**config.mk**
```make
export PLATFORM = sky130hd
export DESIGN_NAME = voice_mixer
export DESIGN_NICKNAME = d
export VERILOG_FILES = /design/src/rtl/voice_mixer.sv
export SDC_FILE = /design/constraint.sdc
export NUM_CORES = 1
export LEC_CHECK = 0
export CELL_PAD_IN_SITES_DETAIL_PLACEMENT = 2
export CELL_PAD_IN_SITES_GLOBAL_PLACEMENT = 2
export CORE_MARGIN = 2
export CORE_UTILIZATION = 34
export DETAILED_ROUTE_END_ITERATION = 8
export PLACE_DENSITY_LB_ADDON = 0.08
export SLEW_MARGIN = 40
export SYNTH_ARGS = -nofsm -noshare
export SYNTH_HDL_FRONTEND = slang
export SYNTH_SLANG_ARGS = --single-unit
```
**constraint.sdc**
```tcl
create_clock -name clk24 -period 8.4 [get_ports clk24]
set_input_delay 1.26 -clock clk24 [delete_from_list [all_inputs] [get_ports clk24]]
set_output_delay 1.26 -clock clk24 [all_outputs]
set_load 0.02 [all_outputs]
```
**src/rtl/voice_mixer.sv**
```systemverilog
// Multi-voice stereo mixer: time-multiplexed multiply-accumulate per frame.
// Define MIXER_SATURATE_EN to clamp each channel to 16 bits and drive clip.
module voice_mixer #(
  parameter int NVOICES = 3
) (
  input  logic                   clk24,
  input  logic                   rstn,
  input  logic                   ready,
  input  logic [NVOICES*16-1:0]  voices,
  input  logic [NVOICES*8-1:0]   gain_l,
  input  logic [NVOICES*8-1:0]   gain_r,
  output logic [31:0]            sound,
  output logic                   sample_valid,
  output logic                   clip,
  output logic                   overrun
);

  localparam int IW = (NVOICES > 1) ? $clog2(NVOICES) : 1;
  localparam logic [IW-1:0] LAST = IW'(NVOICES - 1);

  typedef enum logic [2:0] {
    IDLE, LATCH, ACCUM, SAT, OUT
  } state_t;

  state_t             state_q;
  logic signed [15:0] v_q  [NVOICES];
  logic [7:0]         gl_q [NVOICES];
  logic [7:0]         gr_q [NVOICES];
  logic [IW-1:0]      idx_q;
  logic signed [27:0] acc_l_q, acc_r_q;
  logic [31:0]        res_q;
  logic               res_clip_q;
  logic [31:0]        sound_q;
  logic               sv_q, clip_q, ovr_q;

  logic signed [24:0] vx, glx, grx, prod_l, prod_r;
  logic signed [20:0] sh_l, sh_r;
  logic [15:0]        ch_l_d, ch_r_d;
  logic               cl_l_d, cl_r_d;
  logic               unused_bits;

  // One shared multiplier per channel; gain is zero-extended to stay positive
  assign vx     = {{9{v_q[idx_q][15]}}, v_q[idx_q]};
  assign glx    = {17'd0, gl_q[idx_q]};
  assign grx    = {17'd0, gr_q[idx_q]};
  assign prod_l = vx * glx;
  assign prod_r = vx * grx;

  assign sh_l = acc_l_q[27:7];
  assign sh_r = acc_r_q[27:7];

`ifdef MIXER_SATURATE_EN
  always_comb begin
    ch_l_d = sh_l[15:0];
    cl_l_d = 1'b0;
    ch_r_d = sh_r[15:0];
    cl_r_d = 1'b0;
    if (sh_l > 21'sd32767) begin
      ch_l_d = 16'h7FFF; cl_l_d = 1'b1;
    end else if (sh_l < -21'sd32768) begin
      ch_l_d = 16'h8000; cl_l_d = 1'b1;
    end
    if (sh_r > 21'sd32767) begin
      ch_r_d = 16'h7FFF; cl_r_d = 1'b1;
    end else if (sh_r < -21'sd32768) begin
      ch_r_d = 16'h8000; cl_r_d = 1'b1;
    end
  end
  assign unused_bits = ^{acc_l_q[6:0], acc_r_q[6:0]};
`else
  assign ch_l_d = sh_l[15:0];
  assign ch_r_d = sh_r[15:0];
  assign cl_l_d = 1'b0;
  assign cl_r_d = 1'b0;
  assign unused_bits = ^{acc_l_q[6:0], acc_r_q[6:0],
                         sh_l[20:16], sh_r[20:16]};
`endif

  always_ff @(posedge clk24) begin
    if (!rstn) begin
      state_q    <= IDLE;
      idx_q      <= '0;
      acc_l_q    <= '0;
      acc_r_q    <= '0;
      res_q      <= '0;
      res_clip_q <= 1'b0;
      sound_q    <= '0;
      sv_q       <= 1'b0;
      clip_q     <= 1'b0;
      ovr_q      <= 1'b0;
      for (int k = 0; k < NVOICES; k++) begin
        v_q[k]  <= '0;
        gl_q[k] <= '0;
        gr_q[k] <= '0;
      end
    end else begin
      sv_q <= 1'b0;
      if (ready && state_q != IDLE) ovr_q <= 1'b1;
      unique case (state_q)
        IDLE: if (ready) state_q <= LATCH;
        LATCH: begin
          for (int k = 0; k < NVOICES; k++) begin
            v_q[k]  <= voices[16*k +: 16];
            gl_q[k] <= gain_l[8*k +: 8];
            gr_q[k] <= gain_r[8*k +: 8];
          end
          acc_l_q <= '0;
          acc_r_q <= '0;
          idx_q   <= '0;
          state_q <= ACCUM;
        end
        ACCUM: begin
          acc_l_q <= acc_l_q + {{3{prod_l[24]}}, prod_l};
          acc_r_q <= acc_r_q + {{3{prod_r[24]}}, prod_r};
          if (idx_q == LAST) state_q <= SAT;
          else idx_q <= idx_q + 1'b1;
        end
        SAT: begin
          res_q      <= {ch_l_d, ch_r_d};
          res_clip_q <= cl_l_d | cl_r_d;
          state_q    <= OUT;
        end
        OUT: begin
          sound_q <= res_q;
          clip_q  <= res_clip_q;
          sv_q    <= 1'b1;
          state_q <= IDLE;
        end
        default: state_q <= IDLE;
      endcase
    end
  end

  assign sound        = sound_q;
  assign sample_valid = sv_q;
  assign clip         = clip_q;
  assign overrun      = ovr_q;

endmodule

```
# --- Word level (Yosys, flattened, before mapping) ---
# Memory sizes are Yosys's and may differ from the RTL's. A register that Yosys moved wholly into a read port is not among the register bits.
# Index checks and enable logic that the tools add are counted.
word_totals:
  reg_bits: 127
  latchBits: 0
  ram_bits: 96
  rom_bits: 0
  input_bits: 99
  out_inout_bits: 35
  wordCells: 66
  n_memories: 3
mem_list:
  columns: ["memory", "depth", "width", "read_ports", "rd_ports_with_merged_regs", "wr", "line_no", "rtl"]
  rows:
  - ["v_q", 3, 16, 1, 1, 3, "26", "logic signed [15:0] v_q [NVOICES];"]
  - ["gl_q", 3, 8, 1, 1, 3, "27", "logic [7:0] gl_q [NVOICES];"]
  - ["gr_q", 3, 8, 1, 1, 3, "28", "logic [7:0] gr_q [NVOICES];"]
op_classes:
  addsub: 3
  multipliers: 2
  div_mod_pow: 0
  order_cmp: 0
  eq_ne: 8
  shift: 0
  n_mux: 27
  bitwise_logic: 9
  n_reduce_logical: 6
op_table:
  columns: ["operator", "count"]
  rows:
  - ["case mux 28 bit (2 select lines)", 2]
  - ["adder 28 bit", 2]
  - ["multiplier 16 x 9 -> 25 bit", 2]
  - ["2-to-1 mux 16 bit", 3]
  - ["2-to-1 mux 8 bit", 6]
  - ["2-to-1 mux 2 bit", 7]
  - ["case mux 3 bit (4 select lines)", 1]
  - ["OR 1 bit", 9]
  - ["equality test 3 x 2 -> 1 bit, second input constant", 2]
  - ["2-to-1 mux 3 bit", 2]
  - ["inequality test 2 bit, second input constant", 3]
  - ["2-to-1 mux 1 bit", 5]
  - ["case mux 2 bit (2 select lines)", 1]
  - ["AND reduction 2 bit", 2]
  - ["equality test 3 x 1 -> 1 bit, second input constant", 1]
  - ["equality test 3 bit, second input constant", 1]
  - ["zero test 3 bit", 1]
  - ["nonzero test 3 bit", 1]
  - ["adder 2 x 1 -> 2 bit, second input constant", 1]
  - ["equality test 2 bit, second input constant", 1]
  - ["nonzero test 2 bit", 1]
  - ["logical AND 1 bit", 1]

# --- Depth between registers and ports, before layout ---
# Gate-level depths: netlist of the first run.
depth:
  word_depth: 5
  ltp_mapped: 34
  mapped_depth_nobuf: 31

# --- Least setup slack after synthesis of the first run ---
# Ideal clock, no wire load.
synth_timing:
  path_kind: "register -> register"
  from: "reg state_q[0]"
  to: "mem gl_q[0][0], enable pin"
  setup_time_ps: 683
  t_arrival_ps: 7426
  setup_slack_ps: 291
  stages_incl_launch_ff: 4
  synth_period_minus_slack_ps: 8109
  cell_sequence: "dfxtp_1 > clkbuf_1 > nand2b_1 > o21ai_0"
synth_rtl:
  columns: ["item", "line_no", "rtl"]
  rows:
  - ["from (decl)", "25", "state_t state_q;"]
  - ["from (signal assigned)", "81", "state_q <= IDLE;"]
  - ["from (signal assigned)", "100", "IDLE: if (ready) state_q <= LATCH;"]
  - ["from (signal assigned)", "110", "state_q <= ACCUM;"]
  - ["to (decl)", "27", null]

==> results of run 1 <==
==> worst reg2reg max path, delay by kind of cell (launching register included) <==
family                     cells  cell delay [ns]
and+or+nand+nor                6             0.77
buffers and inverters          5             0.87
xor gates and xnor gates       1             0.23
AOI/OAI and AO/OA             12             2.53
DFF                            1             0.79
adders and majority gates      6             2.32
==> sequential cells by signal, indices dropped and copies added, names as in the netlist, 2 cells and up, named ones only <==
register	count
idx_q	2
acc_r_q	23
gl_q	24
gr_q	24
state_q	3
sound	32
acc_l_q	23
v_q	48
res_q	32
==> cells by family after synthesis <==
family / count (synthesis) / share of synthesized area [%]
adders and majority gates: 337 / 30.2
and+or+nand+nor: 724 / 16.7
xor gates and xnor gates: 86 / 4.00
buffers and inverters: 389 / 7.80
AOI/OAI and AO/OA: 349 / 11.6
muxes: 33 / 1.76
DFF: 215 / 28.0
other: 1 / 0.0199
==> final timing paths <==
kind              from          end  slack (ns)  cells after the start
min reg2reg  sound[21]    sound[21]        0.45                      2
max               flop  acc_l_q[19]        0.78                     30
max reg2reg       flop  acc_l_q[19]        0.78                     30
min          sound[21]    sound[21]        0.45                      2
==> metrics by stage <==
stage	instances	util, %	worst slack (ns)	cell area (um^2)	power [W]
finish	2964	39.7	0.781	21800	0.00557
global route	2963	39.7	0.00862	21800	0.00614
CTS	2963	39.7	0.680	21800	0.00568
detailed placement	2920	38.3	0.726	21000	0.00457
global placement	2920	38.2	0.912	21000	0.00443
floorplan	2134	-	0.291	18800	0.00365
==> cell type report <==
cell class	instances	area (um^2)	area share, %
repair buffers	168	1600	7.32
flip-flops and latches	215	5270	24.2
diodes	1	2.50	0.0115
well taps	704	881	4.04
inverters	303	1140	5.22
clock buffers	29	641	2.94
multi-input cells	1530	12100	55.7
clock inverters	14	130	0.597
==> where the power goes <==
part / internal, W / total, W / switching [W] / leakage [nW]
logic: 0.00133 / 0.00328 / 0.00195 / 7.39
clock network: 0.000605 / 0.00106 / 0.000452 / 0.365
registers: 0.00117 / 0.00123 / 0.0000588 / 1.97
==> layout by cell type, fill, tap and decap left out, types with 36 or more instances in the layout <==
cell	netlist	routed
nand2_1	335	334
inv_1	302	302
nor2_1	207	206
fa_1	196	196
ha_1	141	141
clkdlybuf4s50_1	0	132
a21oi_1	128	127
dfxtp_1	119	117
and2_1	102	100
edfxtp_1	96	96
xnor2_1	64	64
o21ai_0	58	55
o21a_1	36	36
==> per-layer routing <==
metal,wire length [um],GRT usage [%],part of all wire (%),vias up
li1,-,-,-,7054
met1,26200,26.8,48,7221
met2,25400,33.3,47,232
met3,1780,1.81,3.3,62
met4,1130,4.60,2.1,0
met5,0,0,0,-
==> results_dict.tcl, run 1 <==
set metrics [dict create \
    status "complete, no violations" \
    tritoncts.num_buffers 25 \
    cts-hold-fix-buffers 0 \
    hold_ws_ns 0.453 \
    worst_pin_slew_ns 0.767 \
    slowest_stage "dfxtp_2" \
    ctsResizeCount 0 \
    final_hold_viol_count 0 \
    drive_gt1_share_pct 4.07 \
    path_delay_family "compound AO/OA/AOI/OAI gates" \
    timing.setup.tns_ns 0 \
    initial_utilization_pct 34.3 \
    io_buffers 132 \
    ys_warn_count 0 \
    synth_area_leaders "fa_1 (21%), edfxtp_1 (15%), dfxtp_1 (13%), ha_1 (9.4%), nand2_1 (6.7%)" \
    root_buffer "clkbuf_16" \
    skew_ns 0.0116 \
    netlist_top_cells_count "nand2_1 (335), inv_1 (302), nor2_1 (207)" \
    cellPowerDensity_mw_per_mm2 256 \
    antenna_found_initial 1 \
    place_congestion 0.830 \
    ys_seq_area_share_pct 28.0 \
    yosysTopAreaCellShare_pct 20.9 \
    gr-usage-all-layers_pct 19.5 \
    power.leakage_nw 9.73 \
    synth-seq-cells 215 \
    layout_worst_path_cycle_share_pct 90.7 \
    synth_area_mm2 0.0188 \
    synthCells 2134 \
    endpoint_kind "flop" \
    firstDrtPassIters 4 \
    drt-total-wl_mm 54.5 \
    cp_max_fo 45 \
    critPathRequiredTime_ns 8.81 \
    dieArea_mm2 0.0572 \
    crit_type "flop to flop" \
    clk_path_buf_depth 3 \
    ys_async_sr_fraction_pct 0 \
    fin_nets 2679 \
    rsz0062_at_grt "no" \
    die_y_um 239 \
    rows 86 \
    cts_setup_buffers 0 \
    crit_buf_inv 5 \
    start_kind "flop" \
    slew_headroom_pct 48.5 \
    die_x_um 239 \
    insertion_delay_ns 0.55 \
    synth_cell_types 58 \
    path_clk_slew_ns 0.06 \
    cts.sinks 215 \
    synth.most_common_cell "nand2_1" \
    grt_max_degree 100 \
    maxCapViolCount 0 \
    nFillCells 6045 \
    syn_area_per_cell_um2 8.82 \
    fmax_mhz 131 \
    grt_pass1_vias 16200 \
    layout_min_cycle_time_ns 7.62 \
    grt_pass1_wl_mm 88.7 \
    synth-main-ff-cell "dfxtp_1" \
    hp-class "flop to flop" \
    synth_top_area_cell "fa_1" \
    ant_nets 0 \
    max_stage_delay_ns 0.79 \
    via_count 14600 \
    viasPerCell 4.92 \
    coreArea_mm2 0.0549 \
    io_pins 134 \
    drtIter0Drc 505 \
    synthToLayoutAreaGrowth_pct 15.8 \
    drc 0 \
    dpl.hpwl_mm 44.6 \
    arrival_ns 8.03 \
    grt.overflow.total 0 \
    routedWlPerCell_um 18.4 \
    synth-edff-count 96 \
    htree_levels 1 \
    syn_nets 2570 \
    cts_tree "done" \
    slew_viol_final 0 \
    ir_drop_v 0.000159 \
    finalSetupViolations 0 \
]
Power figures use the tool's default switching activity.
==> run 2, diff against run 1 <==
--- a/config.mk
+++ b/config.mk
@@ -7,10 +7,11 @@
 export LEC_CHECK = 0
 export CELL_PAD_IN_SITES_DETAIL_PLACEMENT = 2
 export CELL_PAD_IN_SITES_GLOBAL_PLACEMENT = 2
-export CORE_MARGIN = 2
-export CORE_UTILIZATION = 34
+export CORE_MARGIN = 4
+export CORE_UTILIZATION = 38
 export DETAILED_ROUTE_END_ITERATION = 8
 export PLACE_DENSITY_LB_ADDON = 0.08
+export RECOVER_POWER = 100
 export SLEW_MARGIN = 40
 export SYNTH_ARGS = -nofsm -noshare
 export SYNTH_HDL_FRONTEND = slang
==> constraint.sdc (replaced) <==
create_clock -name clk24 -period 8.34 [get_ports clk24]
set_input_delay 1.251 -clock clk24 [delete_from_list [all_inputs] [get_ports clk24]]
set_output_delay 1.251 -clock clk24 [all_outputs]
set_load 0.02 [all_outputs]
==> run 2 against run 1 <==
  * The run now ends with capacitance limit, slew limit left
  * Utilization rose by 4.9 points
  * Power rose by 3.1%
  * Final area rose by 0.25%
  * Register-to-register slack got worse by 0.16 ns
  * Cell count fell by 1.1%
  * Clock skew rose by 0.013 ns
  * Sequential share of layout area fell by 0.060 points
  * Clock power rose by 10%
  * Sequential power barely moved
  * Critical endpoint is now acc_r_q[22]
==> results_dict.tcl, run 2 (synthesized netlist as in run 1, its figures left out) <==
set metrics [dict create \
    insertion_delay_ns 0.55 \
    maxCapViolCount 4 \
    fin_nets 2683 \
    cts.sinks 215 \
    grt_pass1_wl_mm 90.7 \
    layout_min_cycle_time_ns 7.72 \
    drive_gt1_share_pct 4.02 \
    max_stage_delay_ns 0.90 \
    hp-class "flop to flop" \
    status "finished, violations left" \
    drc 0 \
    io_buffers 132 \
    cts_setup_buffers 0 \
    slowest_stage "o21ai_0" \
    via_count 14800 \
    arrival_ns 8.13 \
    power.leakage_nw 9.84 \
    cp_max_fo 12 \
    grt.overflow.total 0 \
    ctsResizeCount 0 \
    gr-usage-all-layers_pct 20.9 \
    layout_common_cells "nand2_1 (334), inv_1 (303), nor2_1 (206), fa_1 (196), ha_1 (141)" \
    rows 81 \
    dpl.hpwl_mm 45.2 \
    drtIter0Drc 488 \
    place_congestion 0.859 \
    final_common_cell "nand2_1" \
    coreArea_mm2 0.0490 \
    tritoncts.num_buffers 25 \
    violations "capacitance limit, slew limit" \
    fmax_mhz 130 \
    routedWlPerCell_um 18.9 \
    viasPerCell 5.04 \
    nFillCells 5353 \
    io_pins 134 \
    root_buffer "clkbuf_16" \
    dieArea_mm2 0.0531 \
    rr_worst_depth 29 \
    drt-total-wl_mm 55.3 \
    cellPowerDensity_mw_per_mm2 263 \
    clk_path_buf_depth 3 \
    r2r_slack_ns 0.62 \
    skew_ns 0.0243 \
    cp-endpoint "acc_r_q[22]" \
    firstDrtPassIters 4 \
    crit_type "flop to flop" \
    layout_worst_path_cycle_share_pct 92.5 \
    dpl_worst_slack_ns 0.655 \
    rsz0062_at_grt "no" \
    die_y_um 231 \
    antenna_found_initial 0 \
    slew_headroom_pct -197 \
    htree_levels 1 \
    start_kind "flop" \
    cts_tree "done" \
    initial_utilization_pct 38.4 \
    top_register "v_q" \
    ir_drop_v 0.000127 \
    timing.setup.tns_ns 0 \
    endpoint_kind "flop" \
    worst_pin_slew_ns 4.45 \
    finalSetupViolations 0 \
    postLayoutSetupSlackWorst_ns 0.624 \
    final_hold_viol_count 0 \
    cts-hold-fix-buffers 0 \
    r2r_end "acc_r_q[22]" \
    die_x_um 231 \
    slew_viol_final 296 \
    largest_reg_flops 48 \
    grt_pass1_vias 16700 \
    grt_max_degree 100 \
    ant_nets 0 \
    synthToLayoutAreaGrowth_pct 16.1 \
    path_clk_slew_ns 0.06 \
    critPathRequiredTime_ns 8.75 \
]
==> run 2: through the flow <==
stage,power [W],utilization [%],hold slack (ns),cells,instance area (um^2)
final,0.00575,44.6,0.454,2931,21800
after global routing,0.00630,44.6,0.477,2930,21800
after CTS,0.00583,44.7,0.459,2930,21900
after detailed placement,0.00462,42.9,0.449,2884,21000
after global placement,0.00443,42.8,0.443,2884,21000
after floorplan,0.00367,-,0.432,2134,18800
==> run 2: layer usage <==
layer / part of all wire [%] / global-route usage (%) / up-vias
met5: 0 / 0.184 / -
li1: - / - / 7081
met3: 2.9 / 2.06 / 71
met2: 47 / 36.2 / 245
met4: 2.5 / 4.69 / 0
met1: 47 / 28.6 / 7364
==> run 2: critical path, delay by kind of cell, from the launching register on <==
| family | cells | cell delay (ns) |
|---|---|---|
| flip-flops | 1 | 0.50 |
| AND/OR/NAND/NOR | 5 | 0.50 |
| buffers and inverters | 4 | 0.46 |
| XOR/XNOR | 2 | 0.32 |
| multiplexers | 1 | 0.15 |
| AO/OA/AOI/OAI | 11 | 2.85 |
| adder cells (fa/ha/maj) | 6 | 2.79 |
==> run 2: area by class of cell <==
type | instances | area (um^2) | share of cell area [%]
diodes | 1 | 2.50 | 0.0115
clock buffers | 30 | 694 | 3.18
clock inverters | 16 | 194 | 0.888
inverters | 303 | 1140 | 5.21
multi-input cells | 1530 | 12100 | 55.4
flip-flops and latches | 215 | 5270 | 24.1
well taps | 664 | 831 | 3.80
repair buffers | 172 | 1610 | 7.36
==> run 2: power breakdown <==
| part | leakage (nW) | switching, W | internal, W |
|---|---|---|---|
| Combinational | 7.43 | 0.00199 | 0.00134 |
| Sequential | 1.97 | 0.0000603 | 0.00118 |
| Clock | 0.436 | 0.000451 | 0.000717 |
| Total | 9.84 | 0.00250 | 0.00325 |
==> run 2: how the worst min path moves through the flow <==
stage                    from   endpoint  depth (start not counted)
global placement    sound[20]  sound[20]                          2
CTS                  res_q[7]   sound[7]                          2
floorplan            res_q[0]   sound[0]                          2
finish              sound[21]  sound[21]                          2
global route        res_q[18]  res_q[18]                          2
detailed placement   res_q[7]   sound[7]                          2
